===== config.mk =====
export PLATFORM = sky130hd
export DESIGN_NAME = fir_coeff_loader_flat
export DESIGN_NICKNAME = d
export VERILOG_FILES = /design/src/rtl/fir_coeff_loader_if.sv /design/src/rtl/fir_coeff_loader.sv /design/src/flat_wrapper.sv
export SDC_FILE = /design/constraint.sdc
export NUM_CORES = 2
export LEC_CHECK = 0
export CAP_MARGIN = 20
export CORE_ASPECT_RATIO = 0.5
export CORE_MARGIN = 1
export CORE_UTILIZATION = 59
export DETAILED_ROUTE_END_ITERATION = 8
export PLACE_DENSITY = 0.89
export RECOVER_POWER = 100
export SKIP_CTS_REPAIR_TIMING = 1
export SLEW_MARGIN = 20
export SYNTH_ARGS = -nofsm -noshare
export SYNTH_HDL_FRONTEND = slang
export SYNTH_SLANG_ARGS = --single-unit

===== constraint.sdc =====
create_clock -name clock -period 7.4 [get_ports clock]
set_input_delay 1.48 -clock clock [delete_from_list [all_inputs] [get_ports clock]]
set_output_delay 1.48 -clock clock [all_outputs]
set_load 0.03 [all_outputs]

===== src/rtl/fir_coeff_loader_if.sv =====
// Coefficient stream bus: one signed coefficient per beat, framed by s_last,
// moved on a valid/ready handshake from the config path into the loader.
interface fir_coeff_loader_if #(
    parameter int C_W = 16
) ();
    logic           s_valid;
    logic           s_ready;
    logic [C_W-1:0] s_data;
    logic           s_last;

    modport master (
        output s_valid,
        output s_data,
        output s_last,
        input  s_ready
    );

    modport slave (
        input  s_valid,
        input  s_data,
        input  s_last,
        output s_ready
    );
endinterface


===== src/rtl/fir_coeff_loader.sv =====
// Streaming coefficient loader for the systolic FIR.
// Beats fill a shadow bank. Only a frame of exactly C_NUM beats reaches the
// pending state, and only from there can apply copy the whole shadow bank
// into the active bank in one edge. The taps therefore never see a partial
// set. Every output is a register, so no input reaches an output through
// combinational logic.
module fir_coeff_loader #(
    parameter int C_W   = 16,
    parameter int C_NUM = 33,
    parameter int IDX_W = $clog2(C_NUM)
) (
    input  logic                   clock,
    input  logic                   reset,
    fir_coeff_loader_if.slave      bus,
    input  logic                   apply,
    output logic [C_NUM*C_W-1:0]   coeff_out,
    output logic                   load_done,
    output logic                   err,
    output logic [7:0]             swap_count
);

    typedef enum logic [1:0] {
        IDLE,
        LOAD,
        DRAIN,
        PENDING
    } state_t;

    localparam logic [IDX_W-1:0] LAST_IDX = IDX_W'(C_NUM - 1);

    state_t                 state;
    logic [IDX_W-1:0]       idx;
    logic [C_NUM*C_W-1:0]   shadow;
    logic                   ready_q;
    logic                   accept;

    assign bus.s_ready = ready_q;
    assign accept      = bus.s_valid && ready_q;

    // Frame FSM: fills the shadow bank, checks the frame length, and performs the atomic shadow-to-active swap
    always_ff @(posedge clock or negedge reset) begin
        if (!reset) begin
            state      <= IDLE;
            idx        <= '0;
            shadow     <= '0;
            coeff_out  <= '0;
            ready_q    <= 1'b1;
            load_done  <= 1'b0;
            err        <= 1'b0;
            swap_count <= 8'd0;
        end else begin
            err <= 1'b0;
            case (state)
                IDLE: begin
                    if (accept) begin
                        shadow[0 +: C_W] <= bus.s_data;
                        if (bus.s_last) begin
                            err <= 1'b1;
                            idx <= '0;
                        end else begin
                            state <= LOAD;
                            idx   <= IDX_W'(1);
                        end
                    end
                end
                LOAD: begin
                    if (accept) begin
                        shadow[int'(idx)*C_W +: C_W] <= bus.s_data;
                        if (idx == LAST_IDX) begin
                            idx <= '0;
                            if (bus.s_last) begin
                                state     <= PENDING;
                                ready_q   <= 1'b0;
                                load_done <= 1'b1;
                            end else begin
                                state <= DRAIN;
                            end
                        end else if (bus.s_last) begin
                            state <= IDLE;
                            err   <= 1'b1;
                            idx   <= '0;
                        end else begin
                            idx <= idx + IDX_W'(1);
                        end
                    end
                end
                DRAIN: begin
                    if (accept && bus.s_last) begin
                        state <= IDLE;
                        err   <= 1'b1;
                        idx   <= '0;
                    end
                end
                PENDING: begin
                    if (apply) begin
                        coeff_out  <= shadow;
                        swap_count <= swap_count + 8'd1;
                        ready_q    <= 1'b1;
                        load_done  <= 1'b0;
                        idx        <= '0;
                        state      <= IDLE;
                    end
                end
                default: begin
                    state     <= IDLE;
                    idx       <= '0;
                    ready_q   <= 1'b1;
                    load_done <= 1'b0;
                end
            endcase
        end
    end

endmodule


===== src/flat_wrapper.sv =====
// flat-port wrapper written by rule: the top's interface ports become plain ports
module fir_coeff_loader_flat 
#(
    parameter int C_W   = 16,
    parameter int C_NUM = 33,
    parameter int IDX_W = $clog2(C_NUM)
)
  (clock, reset, apply, coeff_out, load_done, err, swap_count, bus_s_valid, bus_s_data, bus_s_last, bus_s_ready);
  fir_coeff_loader_if #(.C_W(C_W)) bus_i ();
  input  logic clock;
  input  logic reset;
  input  logic apply;
  output logic [C_NUM*C_W-1:0] coeff_out;
  output logic load_done;
  output logic err;
  output logic [7:0] swap_count;
  input wire logic [$bits(bus_i.s_valid)-1:0] bus_s_valid;
  input wire logic [$bits(bus_i.s_data)-1:0] bus_s_data;
  input wire logic [$bits(bus_i.s_last)-1:0] bus_s_last;
  output wire logic [$bits(bus_i.s_ready)-1:0] bus_s_ready;
  assign bus_i.s_valid = bus_s_valid;
  assign bus_i.s_data = bus_s_data;
  assign bus_i.s_last = bus_s_last;
  assign bus_s_ready = bus_i.s_ready;
  fir_coeff_loader #(.C_W(C_W), .C_NUM(C_NUM), .IDX_W(IDX_W)) u_core (.clock(clock), .reset(reset), .bus(bus_i), .apply(apply), .coeff_out(coeff_out), .load_done(load_done), .err(err), .swap_count(swap_count));
endmodule

**Word-level counts from Yosys, hierarchy flattened**

Index checks and enable logic that the tools add are counted.

- Flip-flop bits (word level): 1075
- Latch bits: 0
- Bits in writable memories: 0
- ROM bits: 0
- Output and inout bits: 539
- Word-level logic and storage cells: 74
- Memories: 0

- Add/sub/neg operators: 3
- Multipliers: 0
- Divide/modulo/power cells: 0
- Magnitude comparators: 0
- Equal/unequal tests: 12
- Shift-type cells: 2
- Multiplexer cells: 37
- Bitwise gates (word level): 0
- Reductions and logical operators: 11

Operators with widths:

| kind | number |
|---|---|
| $bwmux W528 | 1 |
| $shift A16 B33 Y528 const A | 1 |
| $shiftx A16 B33 Y528 | 1 |
| $mux W6 | 6 |
| $neg A10 Y33 | 1 |
| $mux W16 | 2 |
| $pmux W16 S2 | 1 |
| $pmux W6 S4 | 1 |
| $mux W1 | 15 |
| $mux W2 | 7 |
| $add A8 B1 Y8 const B | 1 |
| $ne A2 B1 Y1 const B | 4 |
| $pmux W2 S4 | 1 |
| $add A6 B1 Y6 const B | 1 |
| $eq A6 B6 Y1 const B | 1 |
| $ne A2 B2 Y1 const B | 3 |
| $reduce_and A6 Y1 | 1 |
| $reduce_and A5 Y1 | 1 |
| $eq A2 B2 Y1 const B | 2 |
| $pmux W1 S2 | 2 |
| $reduce_and A2 Y1 | 2 |
| $reduce_and A4 Y1 | 1 |
| $reduce_bool A2 Y1 | 2 |
| $ne A3 B2 Y1 const B | 1 |
| other kinds (5) | 6 |

**Depth between registers and ports, before layout**

- Word-level depth: 5
- Mapped depth: 12
- Mapped depth without buffers: 8

**Least setup slack after synthesis**

No wires, ideal clock.

- Path kind: input to register
- Start point: input bus_s_valid
- End point: register u_core.shadow[390]
- Data arrival time: 3.081 ns
- Data required time: 7.275 ns
- Slack: 4.194 ns
- Stages: 9
- Path through: and2_1 and3_1 buf_4 a21boi_2 buf_6 buf_12 nand4_4 buf_6 mux2_4

- Cells in the longest elaborated chain, start to end: 2

RTL lines:

| what | RTL line | RTL |
|---|---|---|
| start: declaration | flat_wrapper.sv:17 | `input wire logic [$bits(bus_i.s_valid)-1:0] bus_s_valid;` |
| $logic_and A1 B1 Y1 | fir_coeff_loader.sv:38 | `assign accept = bus.s_valid && ready_q;` |
| $reduce_and A2 Y1 (no line) | - |  |
| end signal: indexed assignment | fir_coeff_loader.sv:56 | `shadow[0 +: C_W] <= bus.s_data;` |
| end signal: indexed assignment | fir_coeff_loader.sv:68 | `shadow[int'(idx)*C_W +: C_W] <= bus.s_data;` |
| end: declaration | fir_coeff_loader.sv:33 | `logic [C_NUM*C_W-1:0] shadow;` |

Every way passes these cells.
A chain may end at the register's enable or synchronous reset.

**Worst setup path after layout**

- Start point: input apply
- End point: register u_core.coeff_out[351]

- Cells in the longest elaborated chain, start to end: 1

RTL lines:

| what | RTL line | RTL |
|---|---|---|
| start: declaration | flat_wrapper.sv:12 | `input logic apply;` |
| $reduce_and A2 Y1 (no line) | - |  |
| end signal: assignment | fir_coeff_loader.sv:96 | `coeff_out <= shadow;` |
| end: declaration | fir_coeff_loader.sv:16 | `output logic [C_NUM*C_W-1:0] coeff_out,` |

Every way passes these cells.

==> results <==
- The async set-or-reset flop fraction in the synthesized netlist is 100%.
- The instance count of the mapped netlist is 3820.
- For this run, the total global-route usage over all layers was measured as roughly 33%.
- Before antenna repair, the detailed router went through 6 iterations.
- The start point of the worst min-delay path is u_core.shadow[38].
- Global routing used 40.6% of the available met1 tracks.
- The count of synthesis-stage warnings from yosys is 0.
- The clock network latency to the later pin of the worst-skew pair is 670 ps.
- The clock sink count is 1075.
- The largest area contributor in the netlist is sky130_fd_sc_hd__dfrtp_1.
- The synthesis-to-finish area growth is 20.4%.
- The cell depth of the worst min-delay path is 2.
- The kind of critical path is primary input to flop.
- The initial utilization of the core area, before any placement, comes to 60.4%.
- In the finished design, the share of the clock period the worst path needs comes to 74.5%.
- Dividing total power by cell area gives a power density of 219 nW/µm².
- The number of antenna violations at the first check in global routing is 5.
- After synthesis the cells add up to ~42000 µm².
- The via count of the first global-routing pass came to 30944.
- The die covers ~72000 µm².
- Between clock sinks in the finished design, the worst skew comes to 21.1 ps.
- The clock period could shrink to 5520 ps.
- Setup total negative slack on the finished layout was measured at 0 ps.
- Across the VDD grid, the largest voltage drop is 0.159 mV.
- The netlist uses 53 different library cells.
- Counting the fill cells in the layout gives 4377.
- The post-layout worst setup margin is 1880 ps.
- The global-route wire length before repair is about 180000 µm.
- In the final routed layout, each cell accounts on average for 23.1 µm.
- For this run, the post-layout net count is approximately 4300.
- The post-route antenna net violation count is 0.
- Of the cells placed in the final design, the portion with a size suffix greater than 1 is 10.2%.
- The detailed router placed around 31000 vias in this run.
- The routing layer with the top usage in global route is met2.
- The min-delay analysis places its worst path in the category flop to flop.
- The core region is 69700 µm².
- The total count of hold-check failures in the final report is 0.
- Along the worst path, the maximum fanout reaches roughly 190.
- The most instantiated flip-flop cell in the synthesis netlist is sky130_fd_sc_hd__dfrtp_1.
- In this run the register-to-register setup slack is 2110 ps.
- The leakage power total is 28.3 nW.
- The average instance in the mapped netlist occupies between 10 and 15 µm².
- The startpoint identified for the worst register-to-register timing path is u_core.idx[0].
- The endpoint identified for the worst register-to-register timing path is u_core.shadow[520].
- OpenSTA, run right after detailed placement, puts the worst setup slack at 2980 ps.
- The number of cells on the worst reg-to-reg path is 8.
- Yosys mapped a number of flops with a built-in enable equal to 0.
- The x dimension of the die is 380 µm.
- The leftover overflow at the end of global routing is 0.
- The number of top-level pins is 560.
- Counting flops and latches in the post-synthesis netlist gives 1075.
- The count of buffers added on input and output ports is 559.
- The floorplan has 68 rows.
- The starting DRC count in detailed routing is ~3200.
- STA classifies the critical path startpoint as a primary input.
- The final reports fail on max-capacitance violations, max-slew violations.
- The transition time at the pin with the least slew margin is 4040 ps.
- CTS placed an instance of sky130_fd_sc_hd__clkbuf_16 at the clock tree root.
- After detailed routing, the number of vias per cell comes to between 5 and 6.
- The number of buffers created by CTS is roughly 90.
- The number of setup violations in the final report is 0.
- The post-synthesis net count is 3845.
- The fraction of post-synthesis cell area in the top cell type by area is between 60% and 70%.
- The post-route DRC violation count is 0.
- The critical path arrival is 6110 ps.
- The worst setup path is captured at a flop.
- Global routing consumed, on the met2 layer, 54.7% of the routing resources.
- The total non-filler cell area in the finished layout is 50600 µm².
- Routability-driven placement finished with a final weighted congestion of 0.879.
- The instance area at placement is slightly below 50000 µm².
- The largest buffer count on any clock path is 3.
- The max-slew violation total from the final report was 1102.
- The most frequent cell after synthesis is sky130_fd_sc_hd__nand2_1.
- The placed wire-length estimate is 75500 µm.
- The run finished, with violations left.
- The count of H-tree levels built during CTS is 3.
- The count of maximum capacitance violations is 24.
- Ranked by instance count, the synthesized netlist is headed by 1806 x sky130_fd_sc_hd__nand2_1, 1074 x sky130_fd_sc_hd__dfrtp_1, 240 x sky130_fd_sc_hd__mux2_2, 180 x sky130_fd_sc_hd__clkbuf_1, 128 x sky130_fd_sc_hd__o31ai_1.
- The clock tree from TritonCTS is yes.
- Setup repair after global routing left no endpoint under its margin.
- The peak clock frequency supported by timing is 181 MHz.
- The pin count of the biggest net entering global routing is 204.
- The final layout contains routed wiring with a total length of 122000 µm.
- The global routing usage on met3 is 6.44%.
- After clock tree synthesis, the clock-pin slew on the worst setup and hold paths is 70 ps.
- For the worst setup path, the data required time is 7990 ps.
- The sink of the worst hold path is u_core.coeff_out[38].
- Headroom to the max-slew limit came out at -169%.
- For this run, the register share of the synthesized area comes to 64.0%.
- Ranked by total cell area, the synthesized netlist is headed by sky130_fd_sc_hd__dfrtp_1 64%, sky130_fd_sc_hd__nand2_1 16%, sky130_fd_sc_hd__mux2_2 6.4%.
- The overall die height is around 190 µm.
flip-flops by register name, indices dropped and copies added (netlist names):
register and flops:
u_core.bus.s_ready 1, u_core.coeff_out 528, u_core.err 1, u_core.idx 6, u_core.load_done 1, u_core.shadow 528
u_core.state 2, u_core.swap_count 8
metrics by stage:
| stage | power (mW) | util, % | hold WS, ps | instances |
|---|---|---|---|---|
| 5_1_grt | 11.4 | 72.6 | 476 | 5275 |
| 4_1_cts | 11.2 | 73.6 | 465 | 5273 |
| 6_report | 11.1 | 72.7 | 460 | 5277 |
| 3_5_place_dp | 6.19 | 69.1 | 447 | 5114 |
| 3_3_place_gp | 6.19 | 69.1 | 444 | 5113 |
| 2_1_floorplan | 6.01 | - | 433 | 3820 |
area by class of cell:
class                   instances  area, µm²  area share [%]
flip-flops and latches       1075      26900            53.1
multi-input cells            2486      13500            26.6
repair buffers                605       5950            11.8
clock buffers                 121       2550            5.04
well taps                     945       1180            2.34
clock inverters                38        537            1.06
inverters                       4       15.0          0.0297
diodes                          3       7.51          0.0148
placed cells by master, fill, tap and decap left out, drive strengths merged, types with 3 or more instances in the layout:
cell           count
clkinv            18
nand2           1806
o31ai            128
o21ai              8
buf               25
inv                8
nor3               6
mux2             384
nor2              10
ha                 4
nand3              6
dlygate4sd3      540
xor2               3
clkbuf           143
clkinvlp           5
and2              20
clkdlybuf4s50     18
or3                3
a21boi             3
nor3b              3
dfrtp           1074
nand4             35
nor2b              5
a21oi              7
xnor2             10
diode              3
o2111ai            6
bufinv            11
and3              24
per-layer routing:
metal	vias up	share of wire, %
met2	1513	49
met4	4	7.3
met3	482	7.1
met5	-	0.023
li1	13173	-
met1	15473	37
how the worst max path moves through the flow:
stage               depth (start not counted)                     to          start  slack (ps)
CTS                                         7      u_core.shadow[33]  u_core.idx[0]        3330
detailed placement                          6     u_core.shadow[100]    bus_s_valid        2980
global route                                2   u_core.swap_count[5]          reset        1500
floorplan                                   9     u_core.shadow[390]    bus_s_valid        4190
global placement                            6      u_core.shadow[47]    bus_s_valid        3060
finish                                      5  u_core.coeff_out[351]          apply        1880
worst max-delay path, cell delays in order:
cell	delay, ps
sky130_fd_sc_hd__dlygate4sd3_1	640
sky130_fd_sc_hd__nand3_4	390
sky130_fd_sc_hd__clkbuf_2	2680
sky130_fd_sc_hd__nand2_1	370
sky130_fd_sc_hd__nand2_1	230
report_power, final:
part	internal (mW)	total, mW	leakage [nW]	switching, mW
Clock	2.82	5.04	1.51	2.22
Sequential	5.87	5.87	15.0	0
Combinational	0.0185	0.198	11.7	0.179
Total	8.71	11.1	28.3	2.40
cells by family (layout without fill, tap and decap cells):
| kind of cell | Yosys count | count (layout) | synth area share, % |
|---|---|---|---|
| AND/OR/NAND/NOR | 1926 | 1926 | 18.7 |
| flip-flops | 1075 | 1075 | 64.0 |
| multiplexers | 384 | 384 | 11.3 |
| buffers and inverters | 259 | 768 | 2.86 |
| AO/OA/AOI/OAI | 159 | 159 | 2.80 |
| XOR/XNOR | 13 | 13 | 0.289 |
| adder cells (fa/ha/maj) | 4 | 4 | 0.119 |
| other | 0 | 3 | 0 |
Note: power is estimated with default switching activity, not from simulation.
